File: src/rtl/ddi_phase_scheduler_if.sv
// Handshake bundle between the DDI traffic FSM and its phase scheduler.
// The FSM side drives state and demands; the scheduler returns dwell strobe and next-phase hints.
interface ddi_phase_scheduler_if;
    logic [3:0] current_state;
    logic       east_req;
    logic       west_req;
    logic       timing_done;
    logic [1:0] phase;
    logic       sync;

    modport master (
        output current_state, east_req, west_req,
        input  timing_done, phase, sync
    );

    modport slave (
        input  current_state, east_req, west_req,
        output timing_done, phase, sync
    );
endinterface

File: src/rtl/ddi_phase_scheduler.sv
// DDI dwell timer and next-phase selector; timing_done is same-cycle, phase/sync update one cycle after ALL_RED entry.
// No backpressure. Priority service is built only when DDI_PRIORITY_EN is defined.
module ddi_phase_scheduler #(
    parameter int T_RED    = 4,
    parameter int T_GREEN  = 20,
    parameter int T_YELLOW = 5,
    parameter int T_PRIO   = 10
) (
    input  logic                  clk,
    input  logic                  rst,
    ddi_phase_scheduler_if.slave  bus
);
    localparam logic [3:0] S_ALL_RED   = 4'd0;
    localparam logic [3:0] S_P1_YELLOW = 4'd2;
    localparam logic [3:0] S_P2_YELLOW = 4'd4;
    localparam logic [3:0] S_EB_GREEN  = 4'd5;
    localparam logic [3:0] S_WB_GREEN  = 4'd7;
    localparam logic [3:0] S_MAINT     = 4'd9;

    logic [3:0] prev_state;
    logic       first;
    logic [7:0] cnt;
    logic [7:0] dwell;
    logic [7:0] idx;
    logic       timed;
    logic       entry;
    logic       done;
    logic [1:0] phase_q;
    logic [1:0] last_norm;
    logic       sync_q;
    logic       pend_e;
    logic       pend_w;
    logic       last_prio;

    always_comb begin
        dwell = 8'd0;
        timed = 1'b1;
        case (bus.current_state)
            4'd0:                   dwell = 8'(T_RED);
            4'd1, 4'd3:             dwell = 8'(T_GREEN);
            4'd2, 4'd4, 4'd6, 4'd8: dwell = 8'(T_YELLOW);
            4'd5, 4'd7:             dwell = 8'(T_PRIO);
            default:                timed = 1'b0;
        endcase
    end

    // entry marks dwell cycle 1; the periodic re-count after a strobe does not.
    assign entry = first || (bus.current_state != prev_state);
    assign idx   = entry ? 8'd1 : cnt + 8'd1;
    assign done  = timed && (idx == dwell);

    assign bus.timing_done = done && !rst;
    assign bus.phase       = phase_q;
    assign bus.sync        = sync_q;

    always_ff @(posedge clk or posedge rst) begin
        if (rst) begin
            first      <= 1'b1;
            prev_state <= 4'd0;
            cnt        <= 8'd0;
        end else begin
            first      <= 1'b0;
            prev_state <= bus.current_state;
            cnt        <= (!timed || done) ? 8'd0 : idx;
        end
    end

`ifdef DDI_PRIORITY_EN
    always_ff @(posedge clk or posedge rst) begin
        if (rst) begin
            pend_e    <= 1'b0;
            pend_w    <= 1'b0;
            last_prio <= 1'b1;
        end else begin
            if (bus.current_state == S_MAINT) begin
                pend_e <= 1'b0;
                pend_w <= 1'b0;
            end else begin
                // A new request in the clearing cycle keeps the demand pending.
                if (bus.east_req)
                    pend_e <= 1'b1;
                else if (entry && bus.current_state == S_EB_GREEN)
                    pend_e <= 1'b0;
                if (bus.west_req)
                    pend_w <= 1'b1;
                else if (entry && bus.current_state == S_WB_GREEN)
                    pend_w <= 1'b0;
            end
            if (entry && bus.current_state == S_EB_GREEN)
                last_prio <= 1'b0;
            else if (entry && bus.current_state == S_WB_GREEN)
                last_prio <= 1'b1;
        end
    end
`else
    logic unused_req;
    assign unused_req = bus.east_req ^ bus.west_req;
    assign pend_e     = 1'b0;
    assign pend_w     = 1'b0;
    assign last_prio  = 1'b1;
`endif

    always_ff @(posedge clk or posedge rst) begin
        if (rst) begin
            phase_q   <= 2'b01;
            sync_q    <= 1'b0;
            last_norm <= 2'b01;
        end else begin
            if (entry && bus.current_state == S_P1_YELLOW)
                last_norm <= 2'b00;
            else if (entry && bus.current_state == S_P2_YELLOW)
                last_norm <= 2'b01;
            if (entry && bus.current_state == S_ALL_RED) begin
                if (pend_e || pend_w) begin
                    phase_q <= 2'b10;
                    sync_q  <= (pend_e && pend_w) ? ~last_prio : pend_w;
                end else begin
                    phase_q <= last_norm;
                    sync_q  <= 1'b0;
                end
            end
        end
    end
endmodule

File: src/flat_wrapper.sv
// flat-port wrapper written by rule: the top's interface ports become plain ports
module ddi_phase_scheduler_flat 
#(
    parameter int T_RED    = 4,
    parameter int T_GREEN  = 20,
    parameter int T_YELLOW = 5,
    parameter int T_PRIO   = 10
)
  (clk, rst, bus_current_state, bus_east_req, bus_west_req, bus_timing_done, bus_phase, bus_sync);
  ddi_phase_scheduler_if bus_i ();
  input  logic clk;
  input  logic rst;
  input wire logic [$bits(bus_i.current_state)-1:0] bus_current_state;
  input wire logic [$bits(bus_i.east_req)-1:0] bus_east_req;
  input wire logic [$bits(bus_i.west_req)-1:0] bus_west_req;
  output wire logic [$bits(bus_i.timing_done)-1:0] bus_timing_done;
  output wire logic [$bits(bus_i.phase)-1:0] bus_phase;
  output wire logic [$bits(bus_i.sync)-1:0] bus_sync;
  assign bus_i.current_state = bus_current_state;
  assign bus_i.east_req = bus_east_req;
  assign bus_i.west_req = bus_west_req;
  assign bus_timing_done = bus_i.timing_done;
  assign bus_phase = bus_i.phase;
  assign bus_sync = bus_i.sync;
  ddi_phase_scheduler #(.T_RED(T_RED), .T_GREEN(T_GREEN), .T_YELLOW(T_YELLOW), .T_PRIO(T_PRIO)) u_core (.clk(clk), .rst(rst), .bus(bus_i));
endmodule
File: config.mk
export PLATFORM = sky130hd
export DESIGN_NAME = ddi_phase_scheduler_flat
export DESIGN_NICKNAME = d
export VERILOG_FILES = /design/src/rtl/ddi_phase_scheduler_if.sv /design/src/rtl/ddi_phase_scheduler.sv /design/src/flat_wrapper.sv
export SDC_FILE = /design/constraint.sdc
export NUM_CORES = 1
export LEC_CHECK = 0
export BUFFER_PORTS_ARGS = -buffer_cell sky130_fd_sc_hd__buf_2
export CAP_MARGIN = 15
export CELL_PAD_IN_SITES_DETAIL_PLACEMENT = 1
export CELL_PAD_IN_SITES_GLOBAL_PLACEMENT = 2
export CORE_ASPECT_RATIO = 1.1
export CORE_MARGIN = 4
export CORE_UTILIZATION = 38
export CTS_CLUSTER_DIAMETER = 60
export DETAILED_ROUTE_END_ITERATION = 7
export PLACE_DENSITY = 0.78
export SKIP_CTS_REPAIR_TIMING = 1
export SYNTH_ARGS = -nofsm -noshare
export SYNTH_HDL_FRONTEND = slang
export SYNTH_SLANG_ARGS = --single-unit
File: constraint.sdc
create_clock -name clk -period 3.4 [get_ports clk]
set_input_delay 0.34 -clock clk [delete_from_list [all_inputs] [get_ports clk]]
set_output_delay 0.34 -clock clk [all_outputs]
set_load 0.01 [all_outputs]
Word-level counts from Yosys, hierarchy flattened
Cells that the tools add are included.
{"block": "totals", "out_inout_bits": 4, "in_bits": 8, "register_bits": 17}
{"block": "op_classes", "n_reduce_logical": 15, "mux": 6, "add_sub_neg": 1, "eq_ne": 10}
{"cell": "one-hot mux 5 bit (4 select lines)", "count": 1}
{"cell": "== test 4 x 3 -> 1 bit (second input constant)", "count": 4}
{"cell": "2-to-1 mux 8 bit", "count": 2}
{"cell": "OR reduction 9 bit", "count": 1}
{"cell": "adder 8 x 1 -> 8 bit (second input constant)", "count": 1}
{"cell": "== test 4 x 2 -> 1 bit (second input constant)", "count": 2}
{"cell": "== test 8 x 5 -> 1 bit", "count": 1}
{"cell": "logical AND 1 bit", "count": 5}
{"cell": "== test 4 x 1 -> 1 bit (second input constant)", "count": 1}
{"cell": "== test 4 bit (second input constant)", "count": 1}
{"cell": "zero test 4 bit", "count": 1}
{"cell": "2-to-1 mux 2 bit", "count": 2}
{"cell": "inequality test 4 bit", "count": 1}
{"cell": "OR reduction 2 bit", "count": 2}
{"cell": "OR reduction 4 bit", "count": 1}
{"cell": "zero test 1 bit", "count": 2}
{"cell": "logical OR 1 bit", "count": 2}
{"cell": "nonzero test 2 bit", "count": 1}
{"cell": "2-to-1 mux 1 bit", "count": 1}

Logic depth before layout (Yosys ltp)
Gate-level depths: netlist (run 1).
{"block": "depth", "word_depth": 7, "ltp_mapped": 8, "depth_no_buf": 7}

Least setup slack after synthesis (run 1)
Ideal clock, no wire load.
{"block": "synth_timing", "kind": "reg2out", "startpoint": "reg u_core.cnt[0]", "endpoint": "out bus_timing_done", "arrival_time_ns": 1.889, "required_ns": 3.060, "path_slack_ns": 1.171, "path_stages_with_launch": 9, "path_buffers": 1, "path_cell_list": "dfrtp_1 -> ha_1 -> buf_2 -> nand3_1 -> xor2_1 -> mux2_2 -> a31oi_2 -> nor2_1 -> and3_1"}
{"block": "synth_via", "elab_chain_cells": 5}
{"element": "start, declared", "line_no": "ddi_phase_scheduler.sv:22", "source": "logic [7:0] cnt;"}
{"element": "start signal, assigned", "line_no": "ddi_phase_scheduler.sv:64", "source": "cnt <= (!timed || done) ? 8'd0 : idx;"}
{"element": "adder 8 x 1 -> 8 bit", "line_no": "ddi_phase_scheduler.sv:49", "source": "assign idx = entry ? 8'd1 : cnt + 8'd1;"}
{"element": "2-to-1 mux 8 bit", "line_no": "ddi_phase_scheduler.sv:49"}
{"element": "== test 8 x 5 -> 1 bit", "line_no": "ddi_phase_scheduler.sv:50", "source": "assign done = timed && (idx == dwell);"}
{"element": "logical AND 1 bit", "line_no": "ddi_phase_scheduler.sv:50"}
{"element": "logical AND 1 bit", "line_no": "ddi_phase_scheduler.sv:52", "source": "assign bus.timing_done = done && !rst;"}
{"element": "end, declared", "line_no": "flat_wrapper.sv:16", "source": "output wire logic [$bits(bus_i.timing_done)-1:0] bus_timing_done;"}
No other way between the ends.

Worst setup path after layout (run 1)
Same ends and word-level chain as after synthesis.

==> metrics.cfg, run 1 <==
[pwr]
p_total_uw = 355.4
switching_share_pct = 28.18
peakVddDrop_v = 0.0002028
internal_power_uw = 255.3
clockPowerShare_pct = 28.9
seqPwrFrac_pct = 55.1
p_switching_uw = 100.2
p_leak_uw = 0.0004027
power_density_mw_per_mm2 = 363.7
combPwrFrac_pct = 16.0

[sta]
rsz0062_at_grt = no
min_period_ns = 2.962
fin_skew_ns = 0.006518
worstMarginPinSlew_ns = 0.5879
post-route-period-util_pct = 87.11
setup_viol = 0
report.final.slew_viol_count = 0
fmax_mhz = 337.7
max_slew_margin_pct = 60.76
fin_ws_ns = 0.4384
tns_ns = 0
hold_viol = 0

[grt]
grt_start_max_net_pins = 16
grt_pass1_vias = 742
grt_usage_pct = 13.41
antenna_found_initial = 0
globalRouteOverflowTotal = 0
top_usage_layer = met2
grtUsageMet2_pct = 22.80
met1_usage_pct = 16.29
met3_usage_pct = 2.376
grt_pass1_wl_um = 3436

[routing]
drc = 0
final_antenna_net_count = 0
drtPass1Iterations = 2
vias_per_cell = 5.543
wl_um = 1997
routedWlPerCell_um = 15.72
via_count = 704
drt-initial-drc-count = 15

[critical_path]
r2r-start = u_core.cnt[0]$_DFF_PP0_
crit_chain = ha_1 > nand3_1 > xor2_1 > mux2_2 > a31oi_2 > nor2_1 > and3_1 > buf_2
crit_required_ns = 3.06
startpoint_type = flip-flop
crit_fanout = 8
worst_ep_arrival_time_ns = 2.62
reg2reg_slack_ns = 1.00
max_stage_delay_ns = 0.51
cp-end-kind = output pin
path_class = reg -> out
cp_slowest_cell = dfrtp_1
crit_start = u_core.cnt[0]$_DFF_PP0_

[yosys]
async_flop_share_pct = 100.0
yosys_warnings = 0
ys_types = 38
ys_seq_area_share_pct = 40.67
avgSynthCellArea_um2 = 10.13
synth_edf_count = 0
netlist_area_um2 = 932.1
yosys_register_bits = 15
netlist_instances = 92
yosys_most_used_dff = dfrtp_1

[finish]
final_nets = 107
final_cell_mix = dfrtp_1 (12), xor2_1 (8), nor2_1 (8)
final_common_cell = dfrtp_1
fillers = 274
postLayoutCoreUtil_pct = 42.54
area_growth_pct = 4.832
final_layout_size_suffix_gt1_share_pct = 19.59
instances_no_fill = 127
n_antenna_cell = 0

[worst_hold_path]
hp-class = in -> async

[clock_network]
cts_buffers = 3
insertion_delay_ns = 0.29
cts-htree-levels = 1
clock_tree.root_cell = clkbuf_4
clk_transition_reported_paths_ns = 0.09
cts_tree = built
cts_max_path_buffers = 2
clock-sinks = 15

[placement]
portBuffers = 7
dp_cells = 123
gp_congestion = 0.6865
dpl.hpwl_um = 1525
post-place-ws_ns = 0.7741

[die]
ios = 12
rows = 18
dieArea_mm2 = 0.003310
start_util_pct = 40.58
die_w_um = 55.22
coreArea_mm2 = 0.002297
die_h_um = 59.95

[run]
cap_violations = 0

[status]
status = completed

==> path summary, 6_finish.rpt <==
path / cells past startpoint / end
max reg2reg: 7 / u_core.cnt[0]$_DFF_PP0_
max in group asynchronous: 2 / u_core.cnt[6]$_DFF_PP0_
min: 2 / u_core.cnt[1]$_DFF_PP0_
min reg2reg: 2 / u_core.last_norm[0]$_DFFE_PP1P_
max: 8 / bus_timing_done
min in group clk: 1 / u_core.prev_state[1]$_DFF_PP0_
==> synth_stat cells, types with 2 or more instances <==
cell	instances	area share (%)
nor2_1	8	3.2
buf_2	2	1.1
xor2_1	8	7.5
a31oi_2	2	2.7
dfrtp_1	12	32
nor3b_1	4	3.2
a31oi_1	2	1.3
and3_1	5	3.4
dfstp_2	3	8.5
buf_6	2	2.4
nand3_1	3	1.6
buf_4	4	3.2
xnor2_1	4	3.8
nor3_1	5	2.7
o21ai_0	2	1.1
o22ai_1	2	1.3
or3_1	2	1.3
a21oi_1	2	1.1
==> cell type report <==
class                           instances  area [um2]  share of cell area [%]
Multi-Input combinational cell         70       494.2                   50.58
Sequential cell                        15       379.1                   38.80
Timing Repair Buffer                    7       35.03                   3.585
Clock buffer                            3       22.52                   2.305
Clock inverter                          1       5.005                  0.5122
Tap cell                               30       37.54                   3.841
Inverter                                1       3.754                  0.3841
==> cells by family after synthesis <==
kind of cell / count (synthesis) / synth area share (%)
simple gates: 35 / 22.95
compound gates: 17 / 13.83
flops: 15 / 40.67
xor+xnor: 12 / 11.28
buf+inv: 9 / 7.114
mux: 2 / 2.416
fa+ha+maj: 1 / 1.342
other cells: 1 / 0.4023
==> power groups by stage <==
| stage | clock, uW | sequential, uW | combinational [uW] |
|---|---|---|---|
| 3_3_place_gp | 0 | 198 | 55.4 |
| 5_1_grt | 117 | 197 | 64.5 |
| 6_report | 103 | 196 | 57.0 |
| 2_1_floorplan | 0 | 199 | 44.7 |
| 4_1_cts | 110 | 196 | 58.2 |
| 3_5_place_dp | 0 | 199 | 58.0 |
==> stage by stage <==
step	hold WS, ns	cell area [um2]
after global placement	0.4401	949.7
after global routing	0.1490	977.2
after detailed placement	0.4424	949.7
final	0.1062	977.2
after CTS	0.1133	977.2
after floorplan	0.2393	939.7
==> worst max-delay path, delay by kind of cell (launching register included) <==
family | cells | cell delay [ns]
AO/OA/AOI/OAI | 1 | 0.27
XOR/XNOR | 1 | 0.26
adder cells (fa/ha/maj) | 1 | 0.39
buffers and inverters | 1 | 0.13
flip-flops | 1 | 0.51
multiplexers | 1 | 0.38
AND/OR/NAND/NOR | 3 | 0.39
==> layer usage <==
metal	wire, um	part of all wire [%]	vias up
met4	46	2.3	0
met2	962	48	8
li1	-	-	340
met1	933	47	351
met5	0	0	-
met3	56	2.8	5
==> registers in the layout, indices dropped and copies added (netlist names) <==
name,count
u_core.last_norm,1
u_core.cnt,8
u_core.bus.phase,1
u_core.prev_state,4
u_core.first,1
Note: power is estimated with default switching activity, not from simulation.
==> inputs of run 2 (changes only) <==
--- a/config.mk
+++ b/config.mk
@@ -9,7 +9,6 @@
 export CAP_MARGIN = 15
 export CELL_PAD_IN_SITES_DETAIL_PLACEMENT = 1
 export CELL_PAD_IN_SITES_GLOBAL_PLACEMENT = 2
-export CORE_ASPECT_RATIO = 1.1
 export CORE_MARGIN = 4
 export CORE_UTILIZATION = 38
 export CTS_CLUSTER_DIAMETER = 60
==> metrics.cfg, run 2 (synthesized netlist as in run 1, its figures left out) <==
[die]
rows = 17  ; was 18
die_w_um = 57.53  ; was 55.22 um
start_util_pct = 40.96  ; was 40.58%
die_h_um = 57.53  ; was 59.95 um
coreArea_mm2 = 0.002276  ; was 0.002297 mm2
dieArea_mm2 = 0.003309  ; was 0.003310 mm2
ios = 12  ; unchanged

[clock_network]
cts_max_path_buffers = 2  ; unchanged
clock_tree.root_cell = clkbuf_4  ; unchanged
cts-htree-levels = 1  ; unchanged
clock-sinks = 15  ; unchanged
cts_buffers = 3  ; unchanged
insertion_delay_ns = 0.29  ; about the same
clk_transition_reported_paths_ns = 0.09  ; about the same
cts_tree = built  ; unchanged

[placement]
placed_cell_area_um2 = 947.2  ; was 949.7 um2
portBuffers = 7  ; unchanged
gp_congestion = 0.7105  ; was 0.6865
dpl.hpwl_um = 1386  ; was 1525 um

[finish]
postLayoutCellArea_um2 = 973.4  ; was 977.2 um2
area_growth_pct = 4.430  ; was 4.832%
regMostFlops = u_core.cnt  ; unchanged
top_regs = u_core.cnt (8), u_core.prev_state (4)  ; unchanged
largest_reg_flops = 8  ; unchanged
n_antenna_cell = 0  ; unchanged
final_cell_mix = dfrtp_1 (12), xor2_1 (8), nor2_1 (8)  ; unchanged
final_nets = 107  ; unchanged
final_layout_size_suffix_gt1_share_pct = 18.56  ; was 19.59%
final_common_cell = dfrtp_1  ; unchanged

[grt]
antenna_found_initial = 0  ; unchanged
globalRouteOverflowTotal = 0  ; unchanged
grt_pass1_wl_um = 3312  ; was 3436 um
grt_start_max_net_pins = 16  ; unchanged
grt_pass1_vias = 752  ; was 742
grt_usage_pct = 12.79  ; was 13.41%

[sta]
fin_skew_ns = 0.004446  ; was 0.006518 ns
post-route-period-util_pct = 86.79  ; was 87.11%
worstMarginPinSlew_ns = 0.5700  ; was 0.5879 ns
fmax_mhz = 338.9  ; was 337.7 MHz
setup_viol = 0  ; unchanged
max_slew_margin_pct = 61.96  ; was 60.76%
min_period_ns = 2.951  ; was 2.962 ns
tns_ns = 0  ; unchanged
hold_viol = 0  ; unchanged
rsz0062_at_grt = no  ; unchanged
report.final.slew_viol_count = 0  ; unchanged

[critical_path]
crit_buf_inv = 1  ; unchanged
crit_required_ns = 3.06  ; about the same
r2r-start = u_core.cnt[0]$_DFF_PP0_  ; unchanged
startpoint_type = flip-flop  ; unchanged
cp-end-kind = output pin  ; unchanged
worst_ep_arrival_time_ns = 2.61  ; was 2.62 ns
crit_end = bus_timing_done  ; unchanged
crit_fanout = 8  ; unchanged
reg2reg_slack_ns = 0.99  ; was 1.00 ns
cp_slowest_cell = dfrtp_1  ; unchanged
cp_top_family = flip-flops  ; unchanged
reg2regPathDepth = 7  ; unchanged
path_class = reg -> out  ; unchanged
r2r_end = u_core.cnt[0]$_DFF_PP0_  ; unchanged
crit_start = u_core.cnt[0]$_DFF_PP0_  ; unchanged
max_stage_delay_ns = 0.52  ; was 0.51 ns
crit_chain = ha_1 > nand3_1 > xor2_1 > mux2_2 > a31oi_2 > nor2_1 > and3_1 > buf_2  ; unchanged
crit_cells = 8  ; unchanged

[routing]
drt-initial-drc-count = 16  ; was 15
routedWlPerCell_um = 14.86  ; was 15.72 um
via_count = 706  ; was 704
drtPass1Iterations = 4  ; was 2
wl_um = 1857  ; was 1997 um
drc = 0  ; unchanged
vias_per_cell = 5.648  ; was 5.543
final_antenna_net_count = 0  ; unchanged

[pwr]
peakVddDrop_v = 0.0002449  ; was 0.0002028 V
p_leak_uw = 0.0004000  ; was 0.0004027 uW
power_density_mw_per_mm2 = 364.3  ; was 363.7 mW/mm2

[worst_hold_path]
hp-class = in -> async  ; unchanged

[status]
status = completed  ; unchanged

[run]
cap_violations = 0  ; unchanged

==> run 2: cell types whose count changed in the layout (fill, tap and decap cells not counted) <==
cell      before  now
clkinv_2       1    0
clkbuf_1       0    1
==> run 2: how the worst min path moves through the flow <==
stage,from,to,slack (ns)
4_1_cts,rst,u_core.cnt[0]$_DFF_PP0_,0.13
2_1_floorplan,rst,u_core.cnt[0]$_DFF_PP0_,0.24
3_5_place_dp,rst,u_core.cnt[7]$_DFF_PP0_,0.44
6_report,rst,u_core.cnt[2]$_DFF_PP0_,0.11
3_3_place_gp,rst,u_core.cnt[0]$_DFF_PP0_,0.44
5_1_grt,rst,u_core.cnt[0]$_DFF_PP0_,0.15
==> run 2: cell type report <==
cell class              instances  area [um2]
flip-flops and latches         15       379.1
repair buffers                  7       35.03
well taps                      28       35.03
clock buffers                   4       26.28
multi-input cells              70       494.2
fillers                       263        1303
inverters                       1       3.754
==> run 2: power by group <==
part | internal (uW) | switching (uW) | leakage (uW) | total, uW
Clock | 45.6 | 57.1 | 0.0000150 | 103
Sequential | 190 | 6.26 | 0.000188 | 196
Combinational | 21.8 | 34.3 | 0.000197 | 56.1
Total | 257 | 97.7 | 0.000400 | 355
==> run 2: metal layers <==
metal / wire length (um) / GRT usage [%]
met1: 902 / 15.63
met2: 852 / 21.13
met3: 59 / 2.262
met4: 42 / 6.954
met5: 0 / 0
==> run 2: stage by stage <==
| step | setup slack [ns] | total power, uW | util [%] | cells | hold WS (ns) |
|---|---|---|---|---|---|
| floorplan | 1.171 | 244.0 | - | 94 | 0.2393 |
| global placement | 0.8336 | 253.8 | 41.62 | 121 | 0.4398 |
| detailed placement | 0.7858 | 256.2 | 41.62 | 121 | 0.4419 |
| CTS | 0.4463 | 359.1 | 42.77 | 125 | 0.1253 |
| global route | 0.2711 | 374.8 | 42.77 | 125 | 0.1547 |
| finish | 0.4492 | 354.7 | 42.77 | 125 | 0.1051 |
==> run 2: worst register-to-register path, delay by kind of cell, from the launching register on <==
kind,cells,cell delay [ns]
AO/OA/AOI/OAI,2,0.53
flip-flops,1,0.52
adder cells (fa/ha/maj),1,0.40
multiplexers,1,0.38
XOR/XNOR,1,0.25
AND/OR/NAND/NOR,2,0.23
